--- config.mk ---
export PLATFORM = sky130hd
export DESIGN_NAME = nexys_base_project_top_flat
export DESIGN_NICKNAME = d
export VERILOG_FILES = /design/src/rtl/nexys_base_project_top_if.sv /design/src/rtl/nexys_base_project_top.sv /design/src/flat_wrapper.sv
export SDC_FILE = /design/constraint.sdc
export NUM_CORES = 1
export LEC_CHECK = 0
export CORE_UTILIZATION = 40
export CTS_BUF_LIST = sky130_fd_sc_hd__clkbuf_4 sky130_fd_sc_hd__clkbuf_8
export DETAILED_ROUTE_END_ITERATION = 12
export PLACE_DENSITY_LB_ADDON = 0.05
export SLEW_MARGIN = 20
export SYNTH_ARGS = -nofsm -noshare
export SYNTH_HDL_FRONTEND = slang
export SYNTH_SLANG_ARGS = --single-unit
--- constraint.sdc ---
create_clock -name CLK -period 9.3 [get_ports CLK]
set_clock_uncertainty 0.2 [all_clocks]
set_input_delay 0.93 -clock CLK [delete_from_list [all_inputs] [get_ports CLK]]
set_output_delay 0.93 -clock CLK [all_outputs]
set_load 0.01 [all_outputs]
--- src/rtl/nexys_base_project_top_if.sv ---
// Board I/O bundle for the Nexys A7 base project: switches, buttons,
// LEDs and the multiplexed seven-segment display.
interface nexys_base_project_top_if;
    logic [15:0] SW;
    logic        BTNC;
    logic        BTNU;
    logic        BTND;
    logic        BTNL;
    logic        BTNR;
    logic [15:0] LED;
    logic [7:0]  AN;
    logic [6:0]  SEG;
    logic        DP;

    // Board side: drives switches/buttons, observes LEDs and display.
    modport master (
        output SW, BTNC, BTNU, BTND, BTNL, BTNR,
        input  LED, AN, SEG, DP
    );

    // Design side: samples switches/buttons, drives LEDs and display.
    modport slave (
        input  SW, BTNC, BTNU, BTND, BTNL, BTNR,
        output LED, AN, SEG, DP
    );
endinterface

--- src/rtl/nexys_base_project_top.sv ---
// Nexys A7 base project top: switch-to-LED mirror, debounced buttons
// driving a 16-bit up/down counter, and an 8-digit hex display scan.
module nexys_base_project_top #(
    parameter int DEBOUNCE_CYCLES = 1_000_000,
    parameter int REFRESH_CYCLES  = 100_000
) (
    input  logic                    CLK,
    input  logic                    RST,
    nexys_base_project_top_if.slave io
);
    localparam int DEB_W = $clog2(DEBOUNCE_CYCLES);
    localparam int REF_W = $clog2(REFRESH_CYCLES);
    localparam logic [DEB_W-1:0] DEB_LAST = DEB_W'(DEBOUNCE_CYCLES - 1);
    localparam logic [DEB_W-1:0] DEB_ONE  = DEB_W'(1);
    localparam logic [REF_W-1:0] REF_LAST = REF_W'(REFRESH_CYCLES - 1);
    localparam logic [REF_W-1:0] REF_ONE  = REF_W'(1);

    // Active-low seven-segment glyph {g,f,e,d,c,b,a} for a hex nibble.
    function automatic logic [6:0] hex_glyph(input logic [3:0] nib);
        logic [6:0] g;
        case (nib)
            4'h0: g = 7'h40;
            4'h1: g = 7'h79;
            4'h2: g = 7'h24;
            4'h3: g = 7'h30;
            4'h4: g = 7'h19;
            4'h5: g = 7'h12;
            4'h6: g = 7'h02;
            4'h7: g = 7'h78;
            4'h8: g = 7'h00;
            4'h9: g = 7'h10;
            4'hA: g = 7'h08;
            4'hB: g = 7'h03;
            4'hC: g = 7'h46;
            4'hD: g = 7'h21;
            4'hE: g = 7'h06;
            4'hF: g = 7'h0E;
            default: g = 7'h7F;
        endcase
        return g;
    endfunction

    // Button vector order: 0=C, 1=U, 2=D, 3=L, 4=R.
    logic [4:0]  btn_raw_s;
    logic [4:0]  btn_meta_r;
    logic [4:0]  btn_sync_r;
    logic [15:0] sw_meta_r;
    logic [15:0] sw_sync_r;
    logic [15:0] led_r;
    logic [4:0]  deb_level_s;
    logic [4:0]  level_d_r;
    logic [4:0]  edge_s;
    logic [15:0] count_r;
    logic [15:0] cnt_next_s;
    logic [REF_W-1:0] refresh_r;
    logic [2:0]  digit_r;
    logic [2:0]  digit_next_s;
    logic [3:0]  nibble_s;
    logic [7:0]  an_r;
    logic [6:0]  seg_r;
    logic        dp_r;

    assign btn_raw_s = {io.BTNR, io.BTNL, io.BTND, io.BTNU, io.BTNC};

    // Two-flop synchronisers for switches and buttons, plus the LED mirror.
    always_ff @(posedge CLK or posedge RST) begin
        if (RST) begin
            btn_meta_r <= 5'b00000;
            btn_sync_r <= 5'b00000;
            sw_meta_r  <= 16'h0000;
            sw_sync_r  <= 16'h0000;
            led_r      <= 16'h0000;
        end else begin
            btn_meta_r <= btn_raw_s;
            btn_sync_r <= btn_meta_r;
            sw_meta_r  <= io.SW;
            sw_sync_r  <= sw_meta_r;
            led_r      <= sw_sync_r;
        end
    end

    for (genvar b = 0; b < 5; b++) begin : g_deb
        logic [DEB_W-1:0] cnt_r;
        logic             level_r;

        // Level only follows the input after DEBOUNCE_CYCLES consecutive differing cycles.
        always_ff @(posedge CLK or posedge RST) begin
            if (RST) begin
                cnt_r   <= {DEB_W{1'b0}};
                level_r <= 1'b0;
            end else if (btn_sync_r[b] != level_r) begin
                if (cnt_r == DEB_LAST) begin
                    level_r <= btn_sync_r[b];
                    cnt_r   <= {DEB_W{1'b0}};
                end else begin
                    cnt_r   <= cnt_r + DEB_ONE;
                end
            end else begin
                cnt_r <= {DEB_W{1'b0}};
            end
        end

        assign deb_level_s[b] = level_r;
    end

    // Delayed debounced levels for rising-edge detection.
    always_ff @(posedge CLK or posedge RST) begin
        if (RST) begin
            level_d_r <= 5'b00000;
        end else begin
            level_d_r <= deb_level_s;
        end
    end

    assign edge_s = deb_level_s & ~level_d_r;

    // Counter update with priority C > L > R > U/D; U and D together cancel.
    always_comb begin
        cnt_next_s = count_r;
        if (edge_s[0]) begin
            cnt_next_s = 16'h0000;
        end else if (edge_s[3]) begin
            cnt_next_s = sw_sync_r;
        end else if (edge_s[4]) begin
            cnt_next_s = ~count_r;
        end else if (edge_s[1] && !edge_s[2]) begin
            cnt_next_s = count_r + 16'h0001;
        end else if (edge_s[2] && !edge_s[1]) begin
            cnt_next_s = count_r - 16'h0001;
        end else begin
            cnt_next_s = count_r;
        end
    end

    // Counter register.
    always_ff @(posedge CLK or posedge RST) begin
        if (RST) begin
            count_r <= 16'h0000;
        end else begin
            count_r <= cnt_next_s;
        end
    end

    // Digit index advances on the refresh terminal count; nibble follows the new index.
    always_comb begin
        digit_next_s = digit_r;
        if (refresh_r == REF_LAST) begin
            digit_next_s = digit_r + 3'd1;
        end else begin
            digit_next_s = digit_r;
        end
        case (digit_next_s)
            3'd0:    nibble_s = count_r[3:0];
            3'd1:    nibble_s = count_r[7:4];
            3'd2:    nibble_s = count_r[11:8];
            3'd3:    nibble_s = count_r[15:12];
            3'd4:    nibble_s = sw_sync_r[3:0];
            3'd5:    nibble_s = sw_sync_r[7:4];
            3'd6:    nibble_s = sw_sync_r[11:8];
            3'd7:    nibble_s = sw_sync_r[15:12];
            default: nibble_s = 4'h0;
        endcase
    end

    // Scan state and registered anode/segment outputs, kept in the same cycle.
    always_ff @(posedge CLK or posedge RST) begin
        if (RST) begin
            refresh_r <= {REF_W{1'b0}};
            digit_r   <= 3'd0;
            an_r      <= 8'hFE;
            seg_r     <= 7'h40;
            dp_r      <= 1'b1;
        end else begin
            refresh_r <= (refresh_r == REF_LAST) ? {REF_W{1'b0}} : refresh_r + REF_ONE;
            digit_r   <= digit_next_s;
            an_r      <= ~(8'h01 << digit_next_s);
            seg_r     <= hex_glyph(nibble_s);
            dp_r      <= 1'b1;
        end
    end

    assign io.LED = led_r;
    assign io.AN  = an_r;
    assign io.SEG = seg_r;
    assign io.DP  = dp_r;
endmodule

--- src/flat_wrapper.sv ---
// flat-port wrapper written by rule: the top's interface ports become plain ports
module nexys_base_project_top_flat 
#(
    parameter int DEBOUNCE_CYCLES = 1_000_000,
    parameter int REFRESH_CYCLES  = 100_000
)
  (CLK, RST, io_SW, io_BTNC, io_BTNU, io_BTND, io_BTNL, io_BTNR, io_LED, io_AN, io_SEG, io_DP);
  nexys_base_project_top_if io_i ();
  input  logic CLK;
  input  logic RST;
  input wire logic [$bits(io_i.SW)-1:0] io_SW;
  input wire logic [$bits(io_i.BTNC)-1:0] io_BTNC;
  input wire logic [$bits(io_i.BTNU)-1:0] io_BTNU;
  input wire logic [$bits(io_i.BTND)-1:0] io_BTND;
  input wire logic [$bits(io_i.BTNL)-1:0] io_BTNL;
  input wire logic [$bits(io_i.BTNR)-1:0] io_BTNR;
  output wire logic [$bits(io_i.LED)-1:0] io_LED;
  output wire logic [$bits(io_i.AN)-1:0] io_AN;
  output wire logic [$bits(io_i.SEG)-1:0] io_SEG;
  output wire logic [$bits(io_i.DP)-1:0] io_DP;
  assign io_i.SW = io_SW;
  assign io_i.BTNC = io_BTNC;
  assign io_i.BTNU = io_BTNU;
  assign io_i.BTND = io_BTND;
  assign io_i.BTNL = io_BTNL;
  assign io_i.BTNR = io_BTNR;
  assign io_LED = io_i.LED;
  assign io_AN = io_i.AN;
  assign io_SEG = io_i.SEG;
  assign io_DP = io_i.DP;
  nexys_base_project_top #(.DEBOUNCE_CYCLES(DEBOUNCE_CYCLES), .REFRESH_CYCLES(REFRESH_CYCLES)) u_core (.CLK(CLK), .RST(RST), .io(io_i));
endmodule
Word-level counts from Yosys, hierarchy flattened
Memories as Yosys holds them, arrays and structs flattened. A register that Yosys moved wholly into a read port is not among the register bits.
Cells that the tools add are included.
{"block": "word_totals", "reg_bits": 212, "out_inout_bits": 32, "rom_bits": 112, "elab_cells": 82, "input_bits": 23, "n_memories": 1}
{"memory": "(name not given)", "words": 16, "width": 7, "read_ports": 1, "rd_clocked_by_memory_dff": 1, "wr": 0, "line_no": "nexys_base_project_top.sv:21", "rtl": "case (nib)"}
{"block": "classes", "n_mux": 18, "eq_ne": 18, "n_bitwise": 4, "n_addsub": 9, "n_reduce_logical": 11, "shift": 1}
{"cell": "$mux 20", "count": 10}
{"cell": "$add 20x1->20 const B", "count": 5}
{"cell": "$eq 20x20->1 const B", "count": 5}
{"cell": "$mux 16", "count": 5}
{"cell": "$pmux 4 s8", "count": 1}
{"cell": "$add 17x1->17 const B", "count": 1}
{"cell": "$eq 17x17->1 const B", "count": 1}
{"cell": "$mux 17", "count": 1}
{"cell": "$add 16x1->16 const B", "count": 1}
{"cell": "$not 16->16", "count": 1}
{"cell": "$sub 16x1->16 const B", "count": 1}
{"cell": "$eq 3x3->1 const B", "count": 4}
{"cell": "$reduce_and 2->1", "count": 5}
{"cell": "$not 8->8", "count": 1}
{"cell": "$shl 1x3->8 const A", "count": 1}
{"cell": "$eq 3x2->1 const B", "count": 2}
{"cell": "$and 5x5->5", "count": 1}
{"cell": "$ne 1x1->1", "count": 5}
{"cell": "$not 5->5", "count": 1}
{"cell": "$reduce_bool 5->1", "count": 1}
{"cell": "$add 3x1->3 const B", "count": 1}
{"cell": "$eq 3x1->1 const B", "count": 1}
{"cell": "$logic_not 3->1", "count": 1}
{"cell": "$mux 3", "count": 1}
{"cell": "2 further kinds", "count": 4}

Logic depth before layout (Yosys ltp)
{"block": "logic_depth", "ltp_word": 9, "ltp_mapped": 15, "ltp_nobuf": 14}

Worst setup path before layout
No wires, ideal clock.
{"block": "synth_timing", "path_type": "flip-flop to flip-flop", "start": "register u_core.g_deb[1].level_r", "end": "register u_core.count_r[15]", "stages_incl_launch_ff": 13, "setup_ns": 0.139, "setup_slack_ns": 6.059, "arrival_ns": 2.902, "path_cell_list": "dfrtp_1 > nor2b_1 > ha_1 > inv_1 > ha_1 > o21a_1 > o21ai_0 > a211oi_1 > o31ai_1 > a311oi_1 > mux2_2 > o21ai_0 > o221ai_1"}
{"block": "synth_via", "elab_chain_cells": 6, "elab_cells_between_ends": 9, "cone_classes": "4 x mux; 1 x bitwise; 4 x reduce/logical"}
{"element": "from (decl)", "line_no": "nexys_base_project_top.sv:84", "rtl": "logic level_r;"}
{"element": "from (signal assigned)", "line_no": "nexys_base_project_top.sv:93", "rtl": "level_r <= btn_sync_r[b];"}
{"element": "$and 5x5->5 *", "line_no": "nexys_base_project_top.sv:115", "rtl": "assign edge_s = deb_level_s & ~level_d_r;"}
{"element": "$logic_and 1x1->1", "line_no": "nexys_base_project_top.sv:126", "rtl": "end else if (edge_s[1] && !edge_s[2]) begin"}
{"element": "$mux 16", "line_no": "nexys_base_project_top.sv:126"}
{"element": "$mux 16", "line_no": "nexys_base_project_top.sv:124", "rtl": "end else if (edge_s[4]) begin"}
{"element": "$mux 16", "line_no": "nexys_base_project_top.sv:122", "rtl": "end else if (edge_s[3]) begin"}
{"element": "$mux 16", "line_no": "nexys_base_project_top.sv:120", "rtl": "if (edge_s[0]) begin"}
{"element": "to (signal assigned)", "line_no": "nexys_base_project_top.sv:140", "rtl": "count_r <= cnt_next_s;"}
{"element": "to (decl)", "line_no": "nexys_base_project_top.sv:53", "rtl": "logic [15:0] count_r;"}
Every way passes the cells marked *; elsewhere a longest branch is shown, timed or not.
A chain may end at the register's enable or synchronous reset.

Worst setup path after layout
{"block": "layout_timing", "start": "register u_core.refresh_r[0]", "end": "register u_core.seg_r[1], in the netlist u_core.io.SEG[1]"}
{"block": "layout_via", "elab_chain_cells": 4, "elab_cells_between_ends": 11, "cone_classes": "8 x eq/ne; 2 x mux; 1 x reduce/logical"}
{"element": "from (decl)", "line_no": "nexys_base_project_top.sv:55", "rtl": "logic [REF_W-1:0] refresh_r;"}
{"element": "from (signal assigned)", "line_no": "nexys_base_project_top.sv:168", "rtl": "refresh_r <= {REF_W{1'b0}};"}
{"element": "from (signal assigned)", "line_no": "nexys_base_project_top.sv:174", "rtl": "refresh_r <= (refresh_r == REF_LAST) ? {REF_W{1'b0}} : refresh_r + REF_ONE;"}
{"element": "$eq 17x17->1 *", "line_no": "nexys_base_project_top.sv:147", "rtl": "if (refresh_r == REF_LAST) begin"}
{"element": "$mux 3 *", "line_no": "nexys_base_project_top.sv:147"}
{"element": "net u_core.digit_next_s[2]", "line_no": "nexys_base_project_top.sv:57", "rtl": "logic [2:0] digit_next_s;"}
{"element": "$eq 3x3->1 (tied with other cells)", "line_no": "nexys_base_project_top.sv:152", "rtl": "case (digit_next_s)"}
{"element": "$pmux 4 s8 *", "line_no": "nexys_base_project_top.sv:152"}
{"element": "to (decl)", "line_no": "nexys_base_project_top.sv:60", "rtl": "logic [6:0] seg_r;"}
Mark *: on every way through the listed nets, which the timed path passes. The rest lies on a longest branch.

==> impl_metrics.yaml <==
cts:
  postCtsSetupBuffers: 0
  cts.sinks: 219
  cts_root_buf: "clkbuf_8"
  cts_resized: 0
  holdBufCountCts: 0
  cts_max_level: 2
  cts_buffer_depth: 3
  path_clk_slew_ns: 0.06
  insertion_delay_ns: 0.53
  cts_tree: "yes"
  cts_buffers: 40
finish:
  finalNonFillerCells: 1439
  layout-drive-gt1-share_pct: 10.5
  fillers: 2396
  fin_nets: 1134
  syn2layout_area_growth_pct: 16.2
  antenna_cells: 0
route:
  antenna_left: 0
  drtIter0Drc: 455
  via_per_inst: 5.13
  vias: 7386
  firstDrtPassIters: 5
  wl_um: 21800
  drt-wirelength-per-cell_um: 15.2
  drc: 0
power_and_ir_drop:
  powerDensity_nw_per_um2: 165
  p_int_w: 0.00155
  p_sw_share_pct: 22.1
  pwr-share-seq_pct: 49.6
  p_comb_share_pct: 2.9
  vdd_ir_drop_max_v: 0.0000983
  p_sw_w: 0.000439
  clkPwrFrac_pct: 47.5
  p_leak_nw: 5.35
yosys:
  synth_edf_count: 0
  synth_top_family_by_area: "simple AND/OR/NAND/NOR gates"
  synth_seq_cells: 219
  synth-main-ff-cell: "dfrtp_1"
  synth.area.mux_share_pct: 2.61
  synth-simple-area-share_pct: 20.0
  synth_cells: 1014
  syn_nets: 1066
  syn-mean-instance-area_um2: 10.2
  synth_area_um2: 10400
  ys_types: 72
  synth-compound-area-share_pct: 9.78
  ys_seq_area_share_pct: 52.8
  synthXorXnorAreaFrac_pct: 8.93
  yosys_warnings: 0
  yosys.area_share.adder_pct: 3.56
  async_flop_share_pct: 100
min_path:
  hp-start: "u_core.sw_meta_r[8]"
  hold_end: "u_core.sw_sync_r[8]"
  hold_path.class: "reg2reg"
  whs_path_depth: 0
sta:
  finalSetupViolations: 0
  finalMaxSlewViolations: 0
  max_freq_mhz: 260
  fin_crit_sh_pct: 41.3
  tns_ns: 0
  rsz0062_at_grt: "no"
  max_slew_margin_pct: 27.3
  finalHoldViolCount: 0
  finalCriticalPeriod_ns: 3.84
  worst_pin_slew_ns: 1.09
critical_path:
  end_kind: "flop"
  cp_cell_sequence: "ha_1 > and3_1 > and3_1 > and3_1 > xnor2_1 > inv_1 > a21oi_1 > o22a_1 > inv_1 > ha_1 > inv_1 > a21boi_1 > mux2_1"
  cpPeakStageDelay_ns: 0.61
  start_kind: "flop"
  slowest_stage: "xnor2_1"
  required_ns: 9.51
  worst-path-max-fanout: 11
  critPathKind: "reg2reg"
  r2r_end: "u_core.io.SEG[1]"
  reg2regPathDepth: 13
  critPathLaunch: "u_core.refresh_r[0]"
  critPathArrivalTime_ns: 4.05
  r2r_start: "u_core.refresh_r[0]"
  r2r_setup_slack_ns: 5.46
placed_design:
  dp.cells: 1370
  gp_congestion: 0.838
  port_buffers: 53
  hpwlAfterDp_um: 14600
global_route:
  grt_pass1_wl_um: 37200
  gr-total-overflow: 0
  grt.total_usage_pct: 17.4
  grt_pass1_vias: 7370
  grt_start_max_net_pins: 97
  antenna_found_initial: 0
floorplan:
  die_area_um2: 26600
  die_w_um: 163
  initial_core_util_pct: 41.0
  die_h_um: 163
  io_pins: 55
  num_rows: 58
  coreArea_um2: 25300
run_status:
  status: "finished clean"
job:
  drv_cap: 0
-- Yosys cell counts (3+ instances only) --
cell type  instances  area, µm²
nor3_1            12       60.1
buf_1              3       11.3
clkbuf_1          23       86.3
o22ai_1            8       50.1
a211oi_1           7       52.6
a31oi_1            4       25.0
dfstp_2            8        210
nor4_1             8       50.1
or3_1             18        113
a21o_1             4       30.0
nand3b_1           3       22.5
nand4_1           14       87.6
ha_1              28        350
nor2b_1            8       50.1
inv_1             27        101
and4_1             4       35.0
or2_2              5       31.3
nand2_1           84        315
nand3_1           56        280
xnor2_1           47        412
buf_4              3       22.5
o31ai_1            4       30.0
xor2_1            59        517
nand2b_1          12       75.1
nor2_1           130        488
mux2i_1           10        100
and2_1             5       31.3
nor4b_1            4       35.0
dfrtp_1          211       5280
o211ai_1           8       60.1
o2bb2ai_1          3       26.3
o21a_1             3       22.5
and4b_1            4       40.0
mux2_2            13        146
a21oi_1           42        210
o21ai_0           48        240
and3_1            40        250
-- cell usage in the layout, fill, tap and decap left out, types with 13 or more instances in the layout --
master / count
ha_1: 28
nor2_1: 130
clkbuf_8: 50
clkdlybuf4s50_1: 53
a21oi_1: 42
dfrtp_1: 211
xor2_1: 59
nand4_1: 14
o21ai_0: 48
nand2_1: 84
nand3_1: 56
and3_1: 40
inv_1: 26
mux2_2: 13
xnor2_1: 47
or3_1: 18
-- cell families (layout without fill, tap and decap cells) --
| kind of cell | after synthesis | in the layout |
|---|---|---|
| and+or+nand+nor | 417 | 417 |
| DFF | 219 | 219 |
| AOI/OAI and AO/OA | 159 | 159 |
| xor gates and xnor gates | 106 | 106 |
| buffers and inverters | 58 | 153 |
| adders and majority gates | 29 | 29 |
| muxes | 25 | 25 |
| other | 1 | 1 |
-- per-layer routing --
layer / track usage, % / vias up / wire length [µm]
li1: - / 3654 / -
met1: 24.2 / 3559 / 10600
met2: 27.0 / 126 / 9910
met3: 3.02 / 47 / 794
met4: 6.75 / 0 / 566
met5: 0 / - / 0
-- sequential cells by signal, summed over array words and instances, names as in the netlist, 5 cells and up --
| register | flops |
|---|---|
| u_core.btn_sync_r | 5 |
| u_core.refresh_r | 17 |
| u_core.sw_sync_r | 16 |
| u_core.count_r | 16 |
| u_core.sw_meta_r | 16 |
| u_core.io.SEG | 7 |
| u_core.btn_meta_r | 5 |
| u_core.level_d_r | 5 |
| u_core.g_deb.level_r | 5 |
| u_core.g_deb.cnt_r | 100 |
| u_core.io.LED | 16 |
| u_core.io.AN | 8 |
-- power groups by stage --
stage / clock network, W / registers, W / logic [W]
after CTS: 0.000989 / 0.000986 / 0.0000605
after floorplan: 0 / 0.000999 / 0.0000315
final: 0.000946 / 0.000986 / 0.0000576
after global placement: 0 / 0.00100 / 0.0000601
after global routing: 0.00103 / 0.000987 / 0.0000670
after detailed placement: 0 / 0.00100 / 0.0000603
-- layout make-up --
type	instances	area [µm²]	share of cell area [%]
clock buffer	61	771	6.38
clock inverter	8	71.3	0.590
inverter	27	109	0.901
multi-input combinational	737	4660	38.6
sequential	219	5490	45.5
tap	330	413	3.42
timing repair buffer	57	561	4.64
-- worst max-delay path by stage --
stage | end | depth (start not counted) | slack, ns
final | u_core.io.SEG[1] | 13 | 5.46
after global routing | u_core.io.SEG[1] | 13 | 5.08
after CTS | u_core.io.SEG[1] | 13 | 5.43
after detailed placement | u_core.io.SEG[1] | 13 | 5.44
after global placement | u_core.digit_r[1] | 4 | 5.50
after floorplan | u_core.btn_meta_r[0] | 1 | 2.19
-- per-stage QoR --
stage / cell area (µm²) / util, % / setup WS (ns) / hold WS (ns) / total power (W)
5_1_grt: 12100 / 47.7 / 5.08 / 0.141 / 0.00208
2_1_floorplan: 10400 / - / 2.19 / 0.131 / 0.00103
3_5_place_dp: 11200 / 44.4 / 5.44 / 0.135 / 0.00106
6_report: 12100 / 47.7 / 5.46 / 0.143 / 0.00199
3_3_place_gp: 11200 / 44.4 / 5.50 / 0.132 / 0.00106
4_1_cts: 12100 / 47.7 / 5.43 / 0.135 / 0.00204
-- worst max-delay path, delay by kind of cell (launching register included) --
kind | cells | cell delay (ns)
flip-flops | 1 | 0.42
adder cells (fa/ha/maj) | 2 | 0.57
XOR/XNOR | 1 | 0.61
buffers and inverters | 3 | 0.43
AND/OR/NAND/NOR | 3 | 0.67
AO/OA/AOI/OAI | 3 | 0.50
multiplexers | 1 | 0.29
No activity file was read; power rests on OpenSTA's default activity.
